--- src/rtl/ppu_pkg.sv ---
// Shared PPU-side definitions used by the OAM DMA sequencer.
package ppu_pkg;

    // Bytes copied per OAM DMA transfer (0x00..0x9F)
    localparam int unsigned OAM_LEN = 160;

    // Register select of the DMA register (FF46) inside the PPU register block
    localparam logic [4:0] DMA_REG_SEL = 5'h6;

    typedef enum logic [1:0] {
        IDLE  = 2'd0,
        SETUP = 2'd1,
        XFER  = 2'd2
    } oamdma_state_t;

endpackage

--- src/rtl/oamdma_controller.sv ---
// OAM DMA sequencer: copies OAM_LEN bytes from {src, 8'h00} into OAM,
// one byte per M-cycle, owning the system bus while the copy runs.
module oamdma_controller
    import ppu_pkg::*;
#(
    parameter int unsigned OAM_LEN      = ppu_pkg::OAM_LEN,
    parameter int unsigned SETUP_CYCLES = 1
) (
    input  logic        clk,
    input  logic        reset,
    input  logic        cpu_en,
    input  logic        start,
    input  logic [7:0]  start_addr,
    input  logic [7:0]  bus_rdata,
    output logic        dma_active,
    output logic [15:0] bus_addr,
    output logic        bus_read,
    output logic        oam_we,
    output logic [7:0]  oam_addr,
    output logic [7:0]  oam_wdata,
    output logic        oam_busy,
    output logic        done
);

    oamdma_state_t state, state_nxt;
    logic [7:0]    src_reg, src_nxt;
    logic [7:0]    idx, idx_nxt;
    logic [7:0]    setup_cnt, cnt_nxt;
    logic          restarted, restarted_nxt;
    logic          done_nxt;
    logic          start_ok;
    logic          last_byte;

    // Sources in the E0..FF page are never legal DMA sources
    assign start_ok  = start && cpu_en && (start_addr[7:5] != 3'b111);
    assign last_byte = (idx == 8'(OAM_LEN - 1));

    // State, source, index and setup counter registers
    always_ff @(posedge clk) begin
        if (reset) begin
            state     <= IDLE;
            src_reg   <= '0;
            idx       <= '0;
            setup_cnt <= '0;
            restarted <= 1'b0;
            done      <= 1'b0;
        end else begin
            state     <= state_nxt;
            src_reg   <= src_nxt;
            idx       <= idx_nxt;
            setup_cnt <= cnt_nxt;
            restarted <= restarted_nxt;
            done      <= done_nxt;
        end
    end

    // Next-state logic and per-cycle bus/OAM strobes
    always_comb begin
        state_nxt     = state;
        src_nxt       = src_reg;
        idx_nxt       = idx;
        cnt_nxt       = setup_cnt;
        restarted_nxt = restarted;
        done_nxt      = 1'b0;
        dma_active    = 1'b0;
        bus_read      = 1'b0;
        oam_we        = 1'b0;
        oam_addr      = '0;
        oam_wdata     = '0;

        case (state)
            IDLE: begin
                if (start_ok) begin
                    src_nxt       = start_addr;
                    cnt_nxt       = 8'(SETUP_CYCLES);
                    idx_nxt       = '0;
                    restarted_nxt = 1'b0;
                    state_nxt     = SETUP;
                end
            end

            SETUP: begin
                // Initial setup leaves the bus to the CPU; a restart keeps it
                dma_active = restarted;
                if (start_ok) begin
                    src_nxt       = start_addr;
                    cnt_nxt       = 8'(SETUP_CYCLES);
                    idx_nxt       = '0;
                    restarted_nxt = 1'b1;
                end else if (cpu_en) begin
                    if (setup_cnt <= 8'd1) begin
                        cnt_nxt   = '0;
                        idx_nxt   = '0;
                        state_nxt = XFER;
                    end else begin
                        cnt_nxt = setup_cnt - 8'd1;
                    end
                end
            end

            XFER: begin
                dma_active = 1'b1;
                bus_read   = 1'b1;
                // A restart wins over the byte write of the same tick
                if (start_ok) begin
                    src_nxt       = start_addr;
                    cnt_nxt       = 8'(SETUP_CYCLES);
                    idx_nxt       = '0;
                    restarted_nxt = 1'b1;
                    state_nxt     = SETUP;
                end else if (cpu_en) begin
                    oam_we    = 1'b1;
                    oam_addr  = idx;
                    oam_wdata = bus_rdata;
                    if (last_byte) begin
                        idx_nxt       = '0;
                        done_nxt      = 1'b1;
                        restarted_nxt = 1'b0;
                        state_nxt     = IDLE;
                    end else begin
                        idx_nxt = idx + 8'd1;
                    end
                end
            end

            default: state_nxt = IDLE;
        endcase
    end

    assign oam_busy = dma_active;
    assign bus_addr = dma_active ? {src_reg, idx} : '0;

endmodule
--- config.mk ---
export PLATFORM = sky130hd
export DESIGN_NAME = oamdma_controller
export DESIGN_NICKNAME = d
export VERILOG_FILES = /design/src/rtl/ppu_pkg.sv /design/src/rtl/oamdma_controller.sv
export SDC_FILE = /design/constraint.sdc
export NUM_CORES = 1
export LEC_CHECK = 0
export ABC_AREA = 1
export ABC_CLOCK_PERIOD_IN_PS = 3400
export CAP_MARGIN = 5
export CORE_ASPECT_RATIO = 1.25
export CORE_MARGIN = 2
export CORE_UTILIZATION = 35
export DETAILED_ROUTE_END_ITERATION = 7
export DONT_BUFFER_PORTS = 1
export GPL_TIMING_DRIVEN = 0
export PLACE_DENSITY_LB_ADDON = 0.08
export REMOVE_ABC_BUFFERS = 1
export SYNTH_ARGS = -nofsm -noshare
export SYNTH_HDL_FRONTEND = slang
export SYNTH_SLANG_ARGS = --single-unit
--- constraint.sdc ---
create_clock -name clk -period 3.4 [get_ports clk]
set_input_delay 0.34 -clock clk [delete_from_list [all_inputs] [get_ports clk]]
set_output_delay 0.34 -clock clk [all_outputs]
set_load 0.01 [all_outputs]
==> flow_summary.json, run 1 <==
{
  "status": "complete, no violations",
  "post_cts_buffers": 0,
  "dpl.hpwl_um": 3240,
  "drive_gt1_share_pct": 8.56,
  "wire_per_inst_um": 11.9,
  "hold_viol_final": 0,
  "crit_type": "register to output port",
  "final_area_um2": 1940,
  "fin_crit_ns": 2.81,
  "peakVddDrop_mv": 0.241,
  "vias": 1640,
  "fp.coreArea_um2": 5040,
  "num_io_pins": 57,
  "end_kind": "output port",
  "die-area_um2": 5780,
  "antenna_left": 0,
  "wl_met3_um": 148,
  "antenna_found_initial": 0,
  "netlist_area_um2": 1810,
  "antenna_cells": 0,
  "path_cells": "inv_1, ha_1, inv_1, a21oi_1, inv_1, nor2_1",
  "dr.pass1.iters": 4,
  "yosys.area.top_type": "dfxtp_1",
  "synthToLayoutAreaGrowth_pct": 6.76,
  "wl_um": 4200,
  "htreeDepth": 1,
  "grt_pass1_vias": 1601,
  "pwr-share-clk_pct": 19.3,
  "ctsResizeCount": 0,
  "wl_met1_um": 1920,
  "critPathSlowestCell": "a21oi_1",
  "required_ns": 3.06,
  "grt_pass1_wl_um": 7170,
  "cts_buffers": 3,
  "tightest_slew_ns": 0.636,
  "tns_ns": 0,
  "fmax_mhz": 356,
  "final-setup-viol-count": 0,
  "layout_commonest_cell": "nor2_1",
  "power.leakage_nw": 0.886,
  "clkTransAtPathRegs_ns": 0.10,
  "drc": 0,
  "drt_iter0_markers": 71,
  "design_power_total_w": 0.00139,
  "slew_headroom_pct": 57.5,
  "switchingPower_w": 0.000616,
  "track_usage_pct": 15.9,
  "grt_max_degree": 19,
  "post_dp_cell_area_um2": 1870,
  "final_max_slew_viol_count": 0,
  "syn_inst": 293,
  "rsz0062_at_grt": "no",
  "yosys_warnings": 0,
  "cpLargestDelayFamily": "buffers and inverters",
  "yosysUniqueCellTypes": 27,
  "fin_worst_skew_ns": 0.00356,
  "p_per_area_nw_per_um2": 715,
  "hold_buffers": 0,
  "postSynthAreaPerCell_um2": 6.19,
  "die_y_um": 84.5,
  "viasPerCell": 4.63,
  "yosysTopAreaCellShare_pct": 30.9,
  "drv_cap": 0,
  "sw_frac_of_total_pct": 44.5,
  "critPathArrivalTime_ns": 2.47,
  "ys_ff_latch": 28,
  "clock-sinks": 28,
  "cts_tree": "done",
  "hold_path_class": "input port to register",
  "combPwrFrac_pct": 50.3,
  "worst-path-buf-inv": 3,
  "clock_path_buffers": 2,
  "wl_met2_um": 2100,
  "final_cell_mix": "nor2_1 (71), inv_1 (57), nand2_1 (47)",
  "clk_latency_ns": 0.27,
  "nets": 320,
  "rrSetupSlack_ns": 1.51,
  "io_buffers": 0,
  "slowest_delay_ns": 0.46,
  "nFillCells": 563,
  "synth_area_leaders": "dfxtp_1 (31%), nor2_1 (15%), inv_1 (12%)",
  "intPower_w": 0.000770,
  "critical_path.max_fanout": 16,
  "gp_congestion": 0.889,
  "rows": 29,
  "start_util_pct": 36.0,
  "routed.top_layer": "met4",
  "cpMostUsedCell": "inv_1",
  "fin_crit_sh_pct": 82.7,
  "root_buffer": "clkbuf_8",
  "startpoint_type": "register",
  "seqPwrFrac_pct": 30.4,
  "die-width_um": 68.4,
  "ys_seq_area_share_pct": 30.9,
  "final_util_pct": 38.4,
  "overflow": 0
}
-- area by class of cell --
class | instances | area (um2) | area share (%)
Tap cell | 62 | 77.6 | 4.01
Sequential cell | 28 | 561 | 28.9
Multi-Input combinational cell | 198 | 991 | 51.2
Clock buffer | 3 | 41.3 | 2.13
Inverter | 62 | 236 | 12.2
Clock inverter | 1 | 30.0 | 1.55
-- metal layers --
layer	track usage [%]	up-vias
met1	18.8	726
met3	2.68	2
li1	-	892
met4	5.64	0
met5	0	-
met2	27.9	20
-- Yosys cell counts, drive strengths merged --
master / number
nor2: 72
inv: 61
nand2: 53
dfxtp: 28
a21oi: 20
nand3: 18
o21ai: 15
ha: 7
buf: 4
nor3: 4
nand4: 3
nor4: 2
xor2: 2
a31oi: 1
clkbuf: 1
clkinv: 1
nor3b: 1
-- stage by stage --
stage,instances,hold slack [ns],setup slack [ns]
floorplan,288,0.402,1.34
detailed placement,350,0.405,0.878
CTS,354,0.0970,0.552
global route,354,0.0857,0.394
finish,354,0.107,0.589
global placement,350,0.404,0.860
-- kinds of logic after synthesis --
kind of cell	Yosys count	share of synthesized area, %
buf+inv	67	14.5
fa+ha+maj	7	4.83
flops	28	30.9
compound gates	36	11.9
xor+xnor	2	0.966
simple gates	153	37.0
-- worst paths after layout --
kind | end | start | cells past startpoint
max | bus_addr[15] | state[0]$_SDFFE_PP0P_ | 6
min | idx[2]$_SDFFE_PP0P_ | reset | 1
max reg2reg | setup_cnt[7]$_SDFFE_PP0P_ | state[0]$_SDFFE_PP0P_ | 12
min reg2reg | src_reg[3]$_SDFFE_PP0P_ | src_reg[3]$_SDFFE_PP0P_ | 2
-- power by group through the flow --
stage / sequential, W / combinational (W) / clock, W
floorplan: 0.000420 / 0.000584 / 0
global placement: 0.000428 / 0.000710 / 0
detailed placement: 0.000429 / 0.000704 / 0
CTS: 0.000422 / 0.000706 / 0.000281
global route: 0.000429 / 0.000811 / 0.000292
finish: 0.000421 / 0.000696 / 0.000268
(Power assumes the default switching activity.)
==> run 2, diff against run 1 <==
--- a/config.mk
+++ b/config.mk
@@ -5,8 +5,8 @@
 export SDC_FILE = /design/constraint.sdc
 export NUM_CORES = 1
 export LEC_CHECK = 0
-export ABC_AREA = 1
-export ABC_CLOCK_PERIOD_IN_PS = 3400
+export ABC_AREA = 0
+export ABC_CLOCK_PERIOD_IN_PS = 2470
 export CAP_MARGIN = 5
 export CORE_ASPECT_RATIO = 1.25
 export CORE_MARGIN = 2
==> constraint.sdc (replaced) <==
create_clock -name clk -period 2.47 [get_ports clk]
set_input_delay 0.247 -clock clk [delete_from_list [all_inputs] [get_ports clk]]
set_output_delay 0.247 -clock clk [all_outputs]
set_load 0.01 [all_outputs]
==> flow_summary.json, run 2 <==
{
  "end_kind": "output port",
  "clkTransAtPathRegs_ns": 0.10,
  "status": "complete, no violations",
  "fin_worst_skew_ns": 0.0114,
  "ys_seq_area_share_pct": 32.5,
  "syn_inst": 216,
  "start_util_pct": 36.5,
  "final_cell_mix": "and2_1 (33), dfxtp_1 (28), nor2_1 (25)",
  "grt_pass1_wl_um": 6670,
  "synthToLayoutAreaGrowth_pct": 8.06,
  "track_usage_pct": 15.9,
  "critPathArrivalTime_ns": 1.98,
  "antenna_found_initial": 0,
  "critical_path.max_fanout": 18,
  "dr.pass1.iters": 4,
  "hold_viol_final": 0,
  "drc": 0,
  "tightest_slew_ns": 0.895,
  "final_util_pct": 39.4,
  "antenna_cells": 0,
  "cts_buffers": 3,
  "cts_tree": "done",
  "dpl.hpwl_um": 3170,
  "vias": 1463,
  "fin_crit_sh_pct": 90.2,
  "num_io_pins": 57,
  "synth_common_cells": "and2_1 (33), dfxtp_1 (28), nor2_1 (25)",
  "holdPathStages": 1,
  "clock-sinks": 28,
  "grt_max_degree": 22,
  "die-width_um": 66.8,
  "antenna_left": 0,
  "die_y_um": 82.5,
  "synthArstFlopShare_pct": 0,
  "die-area_um2": 5510,
  "synth-edff-count": 0,
  "netlist_area_um2": 1720,
  "root_buffer": "clkbuf_8",
  "slew_headroom_pct": 40.0,
  "htreeDepth": 1,
  "rsz0062_at_grt": "no",
  "postSynthAreaPerCell_um2": 7.98,
  "nets": 238,
  "yosys_warnings": 0,
  "startpoint_type": "register",
  "viasPerCell": 5.42,
  "overflow": 0,
  "grt_pass1_vias": 1421,
  "io_buffers": 0,
  "synth_flop_cell": "dfxtp_1",
  "final_max_slew_viol_count": 0,
  "wire_per_inst_um": 15.6,
  "fp.coreArea_um2": 4730,
  "wl_um": 4200,
  "drt_iter0_markers": 68,
  "rrSetupSlack_ns": 0.26,
  "peakVddDrop_mv": 0.360,
  "yosys.area.top_type": "dfxtp_1",
  "drv_cap": 0,
  "design_power_total_w": 0.00147,
  "post_cts_buffers": 0,
  "required_ns": 2.22,
  "post-synth-top-count-cell": "and2_1",
  "power.leakage_nw": 0.716,
  "final-setup-viol-count": 0,
  "layout_commonest_cell": "and2_1",
  "synth_area_leaders": "dfxtp_1 (33%), and2_1 (12%), nor2_1 (5.4%)",
  "clk_latency_ns": 0.28,
  "rows": 28,
  "gp_congestion": 0.822,
  "clock_path_buffers": 2,
  "fin_crit_ns": 2.23,
  "fmax_mhz": 449,
  "ys_ff_latch": 28,
  "crit_type": "register to output port",
  "r2r_cells": 6,
  "hold_path_class": "input port to register",
  "yosysTopAreaCellShare_pct": 32.5,
  "p_per_area_nw_per_um2": 791,
  "drive_gt1_share_pct": 8.10,
  "yosysUniqueCellTypes": 43
}
run 2: cell types whose count changed after synthesis, moves of 4 or more:
cell      previous run  this run
a21oi_1             15        10
and2_1               0        33
and3_1               0         6
clkbuf_1             1         8
inv_1               57         9
mux2i_1              0         9
nand2_1             47         5
nand2_4              5         0
nand3_1             17        13
nor2_1              71        25
run 2: logic make-up after synthesis:
logic type	Yosys count	synth area share, %
AO/OA/AOI/OAI	38	14.6
adder cells (fa/ha/maj)	7	5.08
XOR/XNOR	6	3.05
AND/OR/NAND/NOR	107	34.3
flip-flops	28	32.5
buffers and inverters	20	4.64
multiplexers	10	5.88
run 2: path summary, 6_finish.rpt:
kind / startpoint / end
max: state[0]$_SDFFE_PP0P_ / bus_addr[11]
min: reset / idx[1]$_SDFFE_PP0P_
max reg2reg: idx[0]$_SDFFE_PP0P_ / restarted$_SDFFE_PP0P_
min reg2reg: restarted$_SDFFE_PP0P_ / restarted$_SDFFE_PP0P_
run 2: metal layers:
metal,share of wire [%],up-vias,GRT usage [%]
met4,1.4,0,6.73
met5,0,-,0
met1,40,699,17.8
met3,3.3,4,2.17
met2,55,24,29.7
li1,-,736,-
run 2: power by group:
group | switching, W | internal [W]
logic | 0.000323 | 0.000239
registers | 0.0000473 | 0.000498
clock network | 0.000148 | 0.000217
run 2: final cells by class:
type                       instances  area [um2]
inverter                           9        33.8
timing repair buffer               1        10.0
tap                               60        75.1
fill                             532        2870
clock inverter                     1        30.0
sequential                        28         561
clock buffer                       3        41.3
multi-input combinational        168        1110
run 2: timing repair:
action	4_1_cts	5_1_grt
endpoints found under the hold margin	0	1
hold buffers	0	1
setup endpoints to repair	18	13
resized for setup	2	4
run 2: critical path, cell delays in order (launching register included):
cell	delay, ns
dfxtp_1	0.34
inv_1	0.10
ha_1	0.44
a21oi_1	0.14
nor2b_4	0.40
and2_1	0.26
run 2: metrics by stage:
| step | cells | instance area (um2) | hold slack, ns | setup slack, ns | TNS, ns |
|---|---|---|---|---|---|
| finish | 270 | 1860 | 0.0207 | 0.242 | 0 |
| detailed placement | 265 | 1760 | 0.323 | -0.105 | -1.40 |
| global placement | 265 | 1750 | 0.323 | -0.0876 | -0.367 |
| CTS | 269 | 1840 | 0.00902 | 0.0927 | 0 |
| floorplan | 205 | 1680 | 0.316 | 0.370 | 0 |
| global route | 270 | 1860 | 0.00551 | 0.0239 | 0 |
